==> config.mk <==
export PLATFORM = sky130hd
export DESIGN_NAME = alu_rr_sequencer
export DESIGN_NICKNAME = d
export VERILOG_FILES = /design/src/rtl/alu_rr_sequencer.sv
export SDC_FILE = /design/constraint.sdc
export NUM_CORES = 1
export LEC_CHECK = 0
export ABC_CLOCK_PERIOD_IN_PS = 5100
export CORE_UTILIZATION = 45
export CTS_CLUSTER_SIZE = 30
export DETAILED_ROUTE_END_ITERATION = 10
export PLACE_DENSITY_LB_ADDON = 0.25
export SETUP_SLACK_MARGIN = 0.2
export SLEW_MARGIN = 40
export SYNTH_ARGS = -nofsm -noshare
export SYNTH_HDL_FRONTEND = slang
export SYNTH_SLANG_ARGS = --single-unit
==> constraint.sdc <==
create_clock -name clk -period 5.1 [get_ports clk]
set_clock_uncertainty 0.05 [all_clocks]
set_input_delay 1.02 -clock clk [delete_from_list [all_inputs] [get_ports clk]]
set_output_delay 1.02 -clock clk [all_outputs]
set_load 0.005 [all_outputs]
==> src/rtl/alu_rr_sequencer.sv <==
// alu_rr_sequencer: two-requester round-robin front end for a shared ALU.
// Divides run in an internal restoring divider; other ops use the ALU.
module alu_rr_sequencer #(
  parameter int          DATA_W = 16,
  parameter logic [2:0]  OP_DIV = 3'b011
) (
  input  logic                  clk,
  input  logic                  rst,
  input  logic                  req0_valid,
  output logic                  req0_ready,
  input  logic [DATA_W-1:0]     req0_a,
  input  logic [DATA_W-1:0]     req0_b,
  input  logic [2:0]            req0_op,
  input  logic                  req1_valid,
  output logic                  req1_ready,
  input  logic [DATA_W-1:0]     req1_a,
  input  logic [DATA_W-1:0]     req1_b,
  input  logic [2:0]            req1_op,
  output logic                  rsp_valid,
  input  logic                  rsp_ready,
  output logic [2*DATA_W-1:0]   rsp_data,
  output logic                  rsp_id,
  output logic                  rsp_div0,
  output logic [DATA_W-1:0]     alu_a,
  output logic [DATA_W-1:0]     alu_b,
  output logic [2:0]            alu_op,
  input  logic [2*DATA_W-1:0]   alu_out,
  output logic                  busy
);

  typedef enum logic [1:0] {
    IDLE,
    EXEC,
    DIV,
    RESP
  } state_t;

  localparam int CNT_W = $clog2(DATA_W + 1);
  localparam logic [CNT_W-1:0] LAST = CNT_W'(DATA_W - 1);

  state_t            state;
  logic              ptr;
  logic              cur_id;
  logic              div0_q;
  logic [CNT_W-1:0]  cnt;
  logic [DATA_W-1:0] rem;
  logic [DATA_W-1:0] quo;

  logic              g0;
  logic              g1;
  logic              accept;
  logic [DATA_W-1:0] sel_a;
  logic [DATA_W-1:0] sel_b;
  logic [2:0]        sel_op;

  logic [DATA_W:0]   trial;
  logic              fits;
  logic [DATA_W-1:0] rem_nxt;
  logic [DATA_W-1:0] quo_nxt;

  // Round-robin grant: pointer only matters when both requesters are valid.
  always_comb begin
    g0 = req0_valid && (!req1_valid || !ptr);
    g1 = req1_valid && (!req0_valid || ptr);
    req0_ready = !rst && (state == IDLE) && g0;
    req1_ready = !rst && (state == IDLE) && g1;
    accept = req0_ready || req1_ready;
    sel_a  = g1 ? req1_a  : req0_a;
    sel_b  = g1 ? req1_b  : req0_b;
    sel_op = g1 ? req1_op : req0_op;
  end

  // One restoring step: shift in the next dividend bit, subtract if it fits.
  always_comb begin
    trial   = {rem, quo[DATA_W-1]};
    fits    = trial >= {1'b0, alu_b};
    rem_nxt = fits ? DATA_W'(trial - {1'b0, alu_b})
                   : trial[DATA_W-1:0];
    quo_nxt = {quo[DATA_W-2:0], fits};
  end

  // Sequencer FSM with registered response and ALU operand outputs.
  always_ff @(posedge clk or posedge rst) begin
    if (rst) begin
      state     <= IDLE;
      ptr       <= 1'b0;
      cur_id    <= 1'b0;
      div0_q    <= 1'b0;
      cnt       <= '0;
      rem       <= '0;
      quo       <= '0;
      rsp_valid <= 1'b0;
      rsp_data  <= '0;
      rsp_id    <= 1'b0;
      rsp_div0  <= 1'b0;
      alu_a     <= '0;
      alu_b     <= '0;
      alu_op    <= '0;
      busy      <= 1'b0;
    end else begin
      unique case (state)
        IDLE: begin
          if (accept) begin
            alu_a  <= sel_a;
            alu_b  <= sel_b;
            alu_op <= sel_op;
            cur_id <= g1;
            ptr    <= !g1;
            busy   <= 1'b1;
            quo    <= sel_a;
            rem    <= '0;
            cnt    <= '0;
            div0_q <= (sel_b == '0);
            if (sel_op == OP_DIV) state <= DIV;
            else                  state <= EXEC;
          end
        end
        EXEC: begin
          rsp_data  <= alu_out;
          rsp_div0  <= 1'b0;
          rsp_id    <= cur_id;
          rsp_valid <= 1'b1;
          state     <= RESP;
        end
        DIV: begin
          if (div0_q) begin
            rsp_data  <= {alu_a, {DATA_W{1'b1}}};
            rsp_div0  <= 1'b1;
            rsp_id    <= cur_id;
            rsp_valid <= 1'b1;
            state     <= RESP;
          end else begin
            rem <= rem_nxt;
            quo <= quo_nxt;
            cnt <= cnt + 1'b1;
            if (cnt == LAST) begin
              rsp_data  <= {rem_nxt, quo_nxt};
              rsp_div0  <= 1'b0;
              rsp_id    <= cur_id;
              rsp_valid <= 1'b1;
              state     <= RESP;
            end
          end
        end
        RESP: begin
          if (rsp_ready) begin
            rsp_valid <= 1'b0;
            busy      <= 1'b0;
            state     <= IDLE;
          end
        end
        default: state <= IDLE;
      endcase
    end
  end

endmodule

======== Yosys cells after proc, flatten, opt, wreduce, memory -nomap -nowiden ========
Index checks and enable logic that the tools add are counted.
storage, ports and cells
  word-level logic and storage cells ...... 86
  output and inout port bits .............. 73
  input port bits ......................... 107
  register bits after elaboration ......... 113
cells by class
  $add $sub $neg .......................... 2
  reductions and logical operators ........ 25
  order comparisons ....................... 1
  multiplexer cells ....................... 34
  eq/ne operators ......................... 9
operators by type and width
  kind                                           count
  2-to-1 mux 16 bit                              7
  2-to-1 mux 32 bit                              2
  one-hot mux 16 bit (2 select lines)            2
  one-hot mux 32 bit (2 select lines)            1
  >= comparator 17 x 16 -> 1 bit                 1
  logical NOT 16 bit                             1
  subtractor 16 bit                              1
  AND reduction 3 bit                            4
  2-to-1 mux 2 bit                               5
  2-to-1 mux 5 bit                               2
  one-hot mux 5 bit (2 select lines)             1
  2-to-1 mux 1 bit                               8
  one-hot mux 2 bit (4 select lines)             1
  inequality test 2 bit, second input constant   3
  one-hot mux 1 bit (2 select lines)             3
  nonzero test 2 bit                             3
  adder 5 x 1 -> 5 bit, second input constant    1
  == test 5 x 4 -> 1 bit, second input constant  1
  logical AND 1 bit                              5
  logical NOT 1 bit                              5
  == test 2 bit, second input constant           2
  AND reduction 2 bit                            2
  == test 3 x 2 -> 1 bit, second input constant  1
  logical OR 1 bit                               3
  6 further kinds                                6

======== Depth between registers and ports, before layout ========
Gate-level depths: netlist of run 1.
  depth after elaboration ................. 8
  mapped depth ............................ 11
  mapped depth without buffers ............ 11

======== Worst setup path before layout of run 1 ========
OpenSTA, ideal clock, no wires.
  path kind ............................... input -> output
  from .................................... in req1_valid
  to ...................................... out req1_ready
  stages on the path ...................... 4
  slack ................................... 2.259 ns
  buffers on the path ..................... 1
  arrival ................................. 1.771 ns
  cell sequence ........................... a21boi_0 -> buf_1 -> nand2_1 -> inv_1
between the ends
  longest elaborated chain between the ends .. 2
RTL lines
  item               line  text
  start, declared    14    input logic req1_valid,
  logical AND 1 bit  64    g1 = req1_valid && (!req0_valid || ptr);
  logical AND 1 bit  66    req1_ready = !rst && (state == IDLE) && g1;
  end, declared      15    output logic req1_ready,
No other way between the ends.

======== Final worst setup path of run 1 ========
  from .................................... in rst
  to ...................................... out req1_ready
between the ends
  longest elaborated chain between the ends .. 3
RTL lines
  item                             line  text
  start, declared                  8     input logic rst,
  logical NOT 1 bit (no line)      --
  logical AND 1 bit (2 in series)  66
No other way between the ends.

==> results of run 1 <==
-- per-layer routing --
| layer | GRT usage [%] | wire, um | vias up |
|---|---|---|---|
| li1 | - | - | 2886 |
| met1 | 37.99 | 8679 | 3044 |
| met2 | 46.32 | 9914 | 217 |
| met3 | 5.921 | 1177 | 41 |
| met4 | 9.799 | 447 | 0 |
| met5 | 0 | 0 | - |
-- sequential cells by signal, indices dropped and copies added (netlist names), 2 cells and up --
register,flops
alu_op,3
state,2
rsp_data,32
alu_b,16
rem,16
quo,16
alu_a,16
cnt,5
-- worst max path at each step --
| stage | from | end | slack [ps] | cells past startpoint |
|---|---|---|---|---|
| 2_1_floorplan | rst | alu_a[0] | 1040 | 1 |
| 4_1_cts | rst | req1_ready | 1420 | 5 |
| 3_5_place_dp | req0_valid | quo[0] | 1330 | 6 |
| 6_report | rst | req1_ready | 1400 | 5 |
| 5_1_grt | rst | req1_ready | 1270 | 5 |
| 3_3_place_gp | req0_valid | quo[0] | 1440 | 6 |
-- through the flow --
step	total power [W]	utilization, %	cell area (sq um)	setup slack [ps]
2_1_floorplan	0.003472	-	6359	1043
3_3_place_gp	0.004624	60.07	8305	1438
3_5_place_dp	0.004793	60.39	8351	1330
4_1_cts	0.006040	64.76	8955	1417
5_1_grt	0.006464	64.87	8970	1273
6_report	0.006063	64.87	8970	1397
-- critical path, stage by stage --
cell and delay (ps):
clkdlybuf4s50_1 480, nor2b_1 320, nand2_1 180, inv_1 120, clkdlybuf4s50_1 510
-- layout make-up --
class	count	area [sq um]	share of cell area, %
clock buffers	19	442.9	4.938
clock inverters	13	161.4	1.799
inverters	33	126.4	1.409
multi-input cells	516	3269	36.45
flip-flops and latches	113	2828	31.52
well taps	180	225.2	2.511
repair buffers	191	1917	21.37
-- report_power, final --
part	internal, W	leakage, nW	switching, W
Sequential	0.00129	1.44	0.000312
Combinational	0.00148	2.21	0.00177
Clock	0.000779	0.274	0.000435
Total	0.00354	3.92	0.00252
-- kinds of logic after synthesis --
family                     Yosys count
xor gates and xnor gates            13
buffers and inverters               72
AOI/OAI and AO/OA                  230
DFF                                113
muxes                               45
and+or+nand+nor                    205
adders and majority gates           23
-- placed cells by master, fill, tap and decap left out, types with 4 or more instances in the layout --
| cell | synthesis | final |
|---|---|---|
| clkbuf_16 | 0 | 17 |
| nor4_1 | 7 | 7 |
| a22oi_1 | 6 | 6 |
| o21ai_0 | 99 | 98 |
| ha_1 | 22 | 22 |
| o21ai_1 | 5 | 4 |
| buf_4 | 0 | 9 |
| a22o_1 | 5 | 5 |
| nor2_1 | 18 | 18 |
| nand3b_1 | 5 | 5 |
| o22ai_1 | 21 | 21 |
| clkinvlp_4 | 0 | 7 |
| nand3_1 | 17 | 17 |
| and3_1 | 17 | 17 |
| a211oi_1 | 7 | 7 |
| mux2i_1 | 44 | 44 |
| nor3_1 | 7 | 7 |
| a31oi_1 | 6 | 6 |
| inv_1 | 32 | 31 |
| a21oi_1 | 32 | 32 |
| o221ai_1 | 8 | 8 |
| a21o_1 | 9 | 9 |
| clkdlybuf4s50_1 | 0 | 179 |
| xnor2_1 | 10 | 10 |
| o211ai_1 | 11 | 11 |
| nor2b_1 | 4 | 4 |
| dfrtp_1 | 113 | 113 |
| nand2_1 | 109 | 109 |
| nand2b_1 | 7 | 6 |
==> impl_metrics.csv, run 1 <==
group,metric,value,unit
cts,cts_tree,"built",
global_routing,grt_pass1_vias,6224,
final_layout,n_antenna_cell,0,
critical_path,crit_arrival,2630,ps
timing,timing.final.crit_period,3703,ps
logic_synthesis,synthFlopType,"dfrtp_1",
critical_path,rrSetupSlack,1750,ps
timing,whs,421.1,ps
placed_design,dpl.cell_count,1032,
logic_synthesis,synth_compound_gate_area_share,22.22,%
detailed_routing,vias,6188,
cts,clk_path_buf_depth,2,
logic_synthesis,yosys.area.top_type,"dfrtp_1",
run,cap_violations,0,
timing,finalSetupViolations,0,
critical_path,critPathKind,"input port to output pin",
cts,cts_made_buffers,17,
critical_path,path_max_fanout,4,
global_routing,grt_max_degree,51,
final_layout,drive_above_1_share,6.554,%
logic_synthesis,netlist_top_cells_area,"dfrtp_1, o21ai_0, mux2i_1",
placed_design,dp_hpwl,15.25,mm
timing,tightest_slew,770.4,ps
critical_path,required,4030,ps
cts,cts_resized,0,
min_path,min_to,"rsp_data[0]",
critical_path,cp-start-kind,"input port",
logic_synthesis,synth-seq-cells,113,
global_routing,antenna_found_initial,0,
status,status,"finished, final reports clean",
logic_synthesis,synth_area,6359,sq um
min_path,hp-class,"register to register",
floorplan,die_h,120.9,um
cts,cts_root_buf,"clkbuf_16",
cts,insertion_delay,420,ps
pwr,powerDensity,675.9,nW/um^2
detailed_routing,wl_per_cell,18.98,um
logic_synthesis,synth.most_common_cell,"dfrtp_1",
critical_path,crit_path_end_kind,"output pin",
floorplan,die_w,120.9,um
logic_synthesis,synthCells,701,
global_routing,grt-ovfl-total,0,
detailed_routing,drc_errors,0,
detailed_routing,drt_wl_total,20.22,mm
logic_synthesis,synth_top_area_share,44.47,%
timing,period_share,72.61,%
floorplan,coreArea,13830,sq um
floorplan,dieArea,14610,sq um
critical_path,r2r_start,"state[0]",
floorplan,ios,180,
logic_synthesis,synth_simple_gate_area_share,15.03,%
floorplan,start_util,45.99,%
cts,cts_setup_buffers,0,
logic_synthesis,async_flop_share,100.0,%
timing,slew-limit-headroom,48.10,%
detailed_routing,firstDrtPassIters,5,
critical_path,r2r_cells,6,
floorplan,fp-row-count,43,
global_routing,grtUsageTotal,28.59,%
logic_synthesis,synth_edf_count,0,
logic_synthesis,syn_area_per_cell,9.071,sq um
pwr,peakVddDrop,381.1,uV
final_layout,nets,1002,
cts,htreeDepth,4,
placed_design,routabilityCongestion,0.8721,
logic_synthesis,syn_nets,831,
timing,tns,0,ps
timing,drv_slew,0,
final_layout,syn_to_final_growth,41.07,%
detailed_routing,drt_iter0_drc,444,
detailed_routing,viasPerCell,5.810,
logic_synthesis,synthTopCellsByCount,"dfrtp_1, nand2_1, o21ai_0, mux2i_1",
timing,clock.fmax,0.2700,GHz
cts,cts_sinks,113,
logic_synthesis,muxShareOfSynthArea,7.163,%
timing,finalHoldViolCount,0,
min_path,whs_path_depth,2,
detailed_routing,ant_nets,0,
logic_synthesis,synth.distinct_cells,61,
placed_design,io_buffer_count,179,
logic_synthesis,yosys_warnings,0,
logic_synthesis,synth_seq_area_share,44.47,%
pwr,leakage,3.924,nW
logic_synthesis,synth_adder_area_share,4.644,%
cts,clkTransAtPathRegs,50,ps
final_layout,fillers,1125,
timing,rsz0062_at_grt,"false",
logic_synthesis,synth_xor_area_share,1.791,%
min_path,hp-start,"rsp_data[0]",
final_layout,final_cells,1065,
logic_synthesis,synth_top_family_by_area,"compound AO/OA/AOI/OAI gates",
global_routing,grt_pass1_wl,32.14,mm
critical_path,r2r-end,"rem[1]",
cts,ctsHoldBuffers,0,
Note: power is estimated with default switching activity, not from simulation.
==> inputs of run 2 (changes only) <==
--- a/config.mk
+++ b/config.mk
@@ -5,7 +5,7 @@
 export SDC_FILE = /design/constraint.sdc
 export NUM_CORES = 1
 export LEC_CHECK = 0
-export ABC_CLOCK_PERIOD_IN_PS = 5100
+export ABC_CLOCK_PERIOD_IN_PS = 3500
 export CORE_UTILIZATION = 45
 export CTS_CLUSTER_SIZE = 30
 export DETAILED_ROUTE_END_ITERATION = 10
==> constraint.sdc (replaced) <==
create_clock -name clk -period 3.5 [get_ports clk]
set_clock_uncertainty 0.05 [all_clocks]
set_input_delay 0.7 -clock clk [delete_from_list [all_inputs] [get_ports clk]]
set_output_delay 0.7 -clock clk [all_outputs]
set_load 0.005 [all_outputs]
==> impl_metrics.csv, run 2 (same netlist as run 1, synthesis figures left out) <==
group,metric,value,unit
status,status,"finished, final reports clean",
timing,slew-limit-headroom,50.64,%
cts,ctsHoldBuffers,0,
timing,clock.fmax,0.3212,GHz
floorplan,start_util,45.99,%
min_path,hp-class,"register to register",
cts,clkTransAtPathRegs,60,ps
floorplan,ios,180,
cts,htreeDepth,4,
final_layout,largest_reg_flops,32,
timing,drv_slew,0,
cts,clk_path_buf_depth,2,
detailed_routing,viasPerCell,5.799,
detailed_routing,wl_per_cell,18.97,um
floorplan,dieArea,14610,sq um
cts,cts_resized,0,
timing,period_share,88.96,%
critical_path,crit_path_end_kind,"output pin",
timing,tns,0,ps
critical_path,path_delay_family,"buffers and inverters",
detailed_routing,drt_iter0_drc,533,
run,cap_violations,0,
global_routing,grt_pass1_wl,32.31,mm
detailed_routing,drc_errors,0,
global_routing,grt-ovfl-total,0,
pwr,leakage,3.918,nW
placed_design,routabilityCongestion,0.9128,
critical_path,path_common_cell,"inv_1",
floorplan,fp-row-count,43,
placed_design,dp_hpwl,15.07,mm
detailed_routing,drt_wl_total,20.18,mm
cts,cts_sinks,113,
timing,finalSetupViolations,0,
placed_design,placed_cell_area,8337,sq um
final_layout,top_register,"rsp_data",
final_layout,nets,1001,
critical_path,path_max_fanout,5,
detailed_routing,vias,6170,
timing,finalHoldViolCount,0,
timing,tightest_slew,740.4,ps
detailed_routing,firstDrtPassIters,6,
final_layout,drive_above_1_share,6.561,%
detailed_routing,ant_nets,0,
critical_path,crit_cells,6,
final_layout,n_antenna_cell,0,
final_layout,final_cells,1064,
pwr,powerDensity,974.1,nW/um^2
final_layout,design_area,8931,sq um
pwr,peakVddDrop,521.5,uV
cts,cts_made_buffers,17,
final_layout,mostFrequentLayoutCells,"clkdlybuf4s50_1, dfrtp_1, nand2_1",
timing,timing.final.crit_period,3114,ps
placed_design,io_buffer_count,179,
final_layout,syn_to_final_growth,40.46,%
critical_path,crit_buf_inv,3,
global_routing,grtUsageTotal,29.05,%
cts,cts_root_buf,"clkbuf_16",
floorplan,die_h,120.9,um
critical_path,critPathKind,"register to output pin",
timing,rsz0062_at_grt,"false",
global_routing,antenna_found_initial,0,
critical_path,r2r_cells,9,
min_path,whs_path_depth,2,
placed_design,dpl.cell_count,1032,
critical_path,slowest_delay,510,ps
global_routing,grt_pass1_vias,6146,
floorplan,coreArea,13830,sq um
critical_path,crit_arrival,2360,ps
cts,cts_setup_buffers,0,
floorplan,die_w,120.9,um
critical_path,cp-start-kind,"register",
cts,cts_tree,"built",
timing,fin_ws,386.3,ps
placed_design,dp_slack,442.8,ps
final_layout,layout_commonest_cell,"clkdlybuf4s50_1",
critical_path,required,2750,ps
critical_path,crit_chain,"inv_1, ha_1, nor2b_1, nand2_1, inv_1, clkdlybuf4s50_1",
critical_path,slowest_stage,"clkdlybuf4s50_1",
cts,insertion_delay,420,ps
global_routing,grt_max_degree,114,
## run 2: cell types whose count changed in the layout (fill, tap and decap cells not counted), sizes merged
cell      previous run  this run
inv                 33        35
clkinv               3         7
bufinv               3         2
clkbuf              19        18
buf                 12        11
clkinvlp             7         3
## run 2: tightest hold or removal path: cells and delay by family, from the launching register on
family	cells	cell delay, ps
flops	1	340
compound gates	1	60
simple gates	1	50
## run 2: layout make-up
type / count / area, sq um
Multi-Input combinational cell: 516 / 3269
Fill cell: 1138 / 4896
Timing Repair Buffer: 190 / 1887
Clock buffer: 18 / 439.2
Clock inverter: 14 / 155.1
Sequential cell: 113 / 2828
Tap cell: 180 / 225.2
Inverter: 33 / 127.6
## run 2: power breakdown
part	internal [W]	switching, W
logic	0.00207	0.00258
registers	0.00188	0.000443
clock network	0.00108	0.000658
total	0.00502	0.00368
## run 2: layer usage
| layer | part of all wire (%) | global-route usage [%] | vias to the layer above |
|---|---|---|---|
| li1 | - | - | 2895 |
| met1 | 43 | 39.87 | 2978 |
| met3 | 6.4 | 5.122 | 45 |
| met4 | 3.0 | 12.27 | 0 |
| met2 | 47 | 45.21 | 252 |
| met5 | 0 | 0 | - |
## run 2: path summary, 6_finish.rpt
check	start	to	slack, ps
max reg2reg	rem[12]	rsp_data[17]	640
min reg2reg	alu_op[0]	alu_op[0]	430
min in group asynchronous	rst	state[0]	780
max in group asynchronous	rst	rsp_data[19]	2140
min	alu_op[0]	alu_op[0]	430
max	state[0]	req1_ready	390
## run 2: per-stage QoR
| step | util (%) | power (W) | hold WS (ps) |
|---|---|---|---|
| floorplan | - | 0.005059 | 388.6 |
| global placement | 60.29 | 0.006780 | 415.8 |
| detailed placement | 60.29 | 0.006925 | 420.1 |
| CTS | 64.59 | 0.008687 | 432.3 |
| global route | 64.59 | 0.009343 | 459.5 |
| finish | 64.59 | 0.008700 | 430.7 |
==> inputs of run 3 (changes only) <==
--- a/config.mk
+++ b/config.mk
@@ -6,6 +6,7 @@
 export NUM_CORES = 1
 export LEC_CHECK = 0
 export ABC_CLOCK_PERIOD_IN_PS = 3500
+export CORE_ASPECT_RATIO = 0.8
 export CORE_UTILIZATION = 45
 export CTS_CLUSTER_SIZE = 30
 export DETAILED_ROUTE_END_ITERATION = 10
==> impl_metrics.csv, run 3 (same netlist as run 1, synthesis figures left out) <==
group,metric,value,unit
status,status,"finished, final reports clean",
floorplan,dieArea,14610,sq um
min_path,min_to,"rsp_data[3]",
critical_path,r2r_cells,10,
global_routing,grt_pass1_vias,6107,
cts,htreeDepth,4,
cts,cts_tree,"built",
timing,timing.final.crit_period,3137,ps
pwr,leakage,3.944,nW
critical_path,crit_chain,"inv_1, ha_1, nor2b_1, nand3_1, inv_1, clkdlybuf4s50_1",
detailed_routing,drt_wl_total,20.38,mm
placed_design,routabilityCongestion,0.8491,
final_layout,mostFrequentLayoutCells,"clkdlybuf4s50_1, dfrtp_1, nand2_1",
detailed_routing,drc_errors,0,
pwr,powerDensity,983.3,nW/um^2
detailed_routing,wl_per_cell,19.06,um
placed_design,io_buffer_count,179,
floorplan,fp-row-count,38,
timing,drv_slew,0,
placed_design,dp_hpwl,15.08,mm
cts,clkTransAtPathRegs,60,ps
pwr,peakVddDrop,706.7,uV
min_path,hp-start,"rsp_data[3]",
critical_path,r2r-end,"rsp_data[28]",
cts,cts_made_buffers,17,
timing,tns,0,ps
global_routing,grt_pass1_wl,32.40,mm
timing,slew-limit-headroom,44.87,%
detailed_routing,vias,6177,
critical_path,slowest_delay,500,ps
timing,finalSetupViolations,0,
critical_path,path_max_fanout,5,
detailed_routing,viasPerCell,5.778,
timing,rsz0062_at_grt,"false",
critical_path,crit_path_end_kind,"output pin",
critical_path,critPathKind,"register to output pin",
timing,whs,430.1,ps
cts,cts_setup_buffers,0,
final_layout,top_register,"rsp_data",
final_layout,layout_commonest_cell,"clkdlybuf4s50_1",
critical_path,slowest_stage,"clkdlybuf4s50_1",
detailed_routing,ant_nets,0,
cts,ctsHoldBuffers,0,
floorplan,die_w,134.9,um
cts,cts_sinks,113,
global_routing,met3_usage,8.017,%
pwr,total_power,0.008837,W
final_layout,nets,1006,
run,cap_violations,0,
cts,cts_resized,0,
timing,period_share,89.64,%
floorplan,ios,180,
critical_path,cp-start-kind,"register",
global_routing,grtUsageMet1,39.67,%
global_routing,grt-ovfl-total,0,
floorplan,die_h,108.3,um
final_layout,largest_reg_flops,32,
critical_path,r2r_start,"alu_b[14]",
timing,tightest_slew,825.2,ps
global_routing,busiest_layer,"met2",
cts,clk_path_buf_depth,2,
global_routing,antenna_found_initial,0,
timing,finalHoldViolCount,0,
floorplan,coreArea,13690,sq um
final_layout,syn_to_final_growth,41.34,%
min_path,hp-class,"register to register",
final_layout,n_antenna_cell,0,
cts,insertion_delay,420,ps
min_path,whs_path_depth,2,
timing,clock.fmax,0.3187,GHz
final_layout,drive_above_1_share,6.974,%
global_routing,met2_usage,45.21,%
global_routing,grt_max_degree,74,
critical_path,required,2750,ps
cts,cts_root_buf,"clkbuf_16",
critical_path,crit_arrival,2390,ps
global_routing,grtUsageTotal,29.17,%
detailed_routing,firstDrtPassIters,5,
critical_path,path_common_cell,"inv_1",
floorplan,start_util,46.44,%
critical_path,rrSetupSlack,560,ps
detailed_routing,drt_iter0_drc,550,
-- run 3: report_power, final --
group | total, W | internal [W] | switching (W)
clock network | 0.00180 | 0.00116 | 0.000641
registers | 0.00231 | 0.00188 | 0.000434
logic | 0.00473 | 0.00210 | 0.00262
total | 0.00884 | 0.00514 | 0.00370
-- run 3: per-stage QoR --
stage	instances	worst slack, ps	cell area [sq um]	util (%)
after floorplan	701	958.9	6362	-
after global placement	1037	534.1	8374	61.16
after detailed placement	1037	437.2	8374	61.16
after CTS	1069	371.1	8987	65.63
after global routing	1069	264.9	8987	65.63
final	1069	362.7	8987	65.63
-- run 3: worst max-delay path by stage --
stage                         from  slack (ps)  depth (start not counted)      endpoint
after global routing      state[0]         260                          6    req1_ready
final                     state[0]         360                          6    req0_ready
after detailed placement       rst         440                          5    req0_ready
after global placement         rst         530                          5    req0_ready
after CTS                 state[0]         370                          6    req0_ready
after floorplan            quo[15]         960                         11  rsp_data[28]
-- run 3: layer usage --
| metal | routed length, um | vias to the layer above | share of wire (%) |
|---|---|---|---|
| met5 | 0 | - | 0 |
| met4 | 385 | 0 | 1.9 |
| met3 | 1666 | 38 | 8.2 |
| met2 | 9184 | 285 | 45 |
| met1 | 9142 | 2968 | 45 |
| li1 | - | 2886 | - |
-- run 3: area by class of cell --
| class | instances | area (sq um) |
|---|---|---|
| clock buffers | 20 | 456.7 |
| clock inverters | 12 | 156.4 |
| fillers | 1083 | 4706 |
| inverters | 33 | 127.6 |
| multi-input cells | 516 | 3269 |
| flip-flops and latches | 113 | 2828 |
| well taps | 180 | 225.2 |
| repair buffers | 195 | 1924 |
-- run 3: critical path: cells and delay by family, from the launching register on --
family | cells | cell delay (ps)
buffers and inverters | 3 | 740
adders and majority gates | 1 | 300
DFF | 1 | 380
and+or+nand+nor | 2 | 550
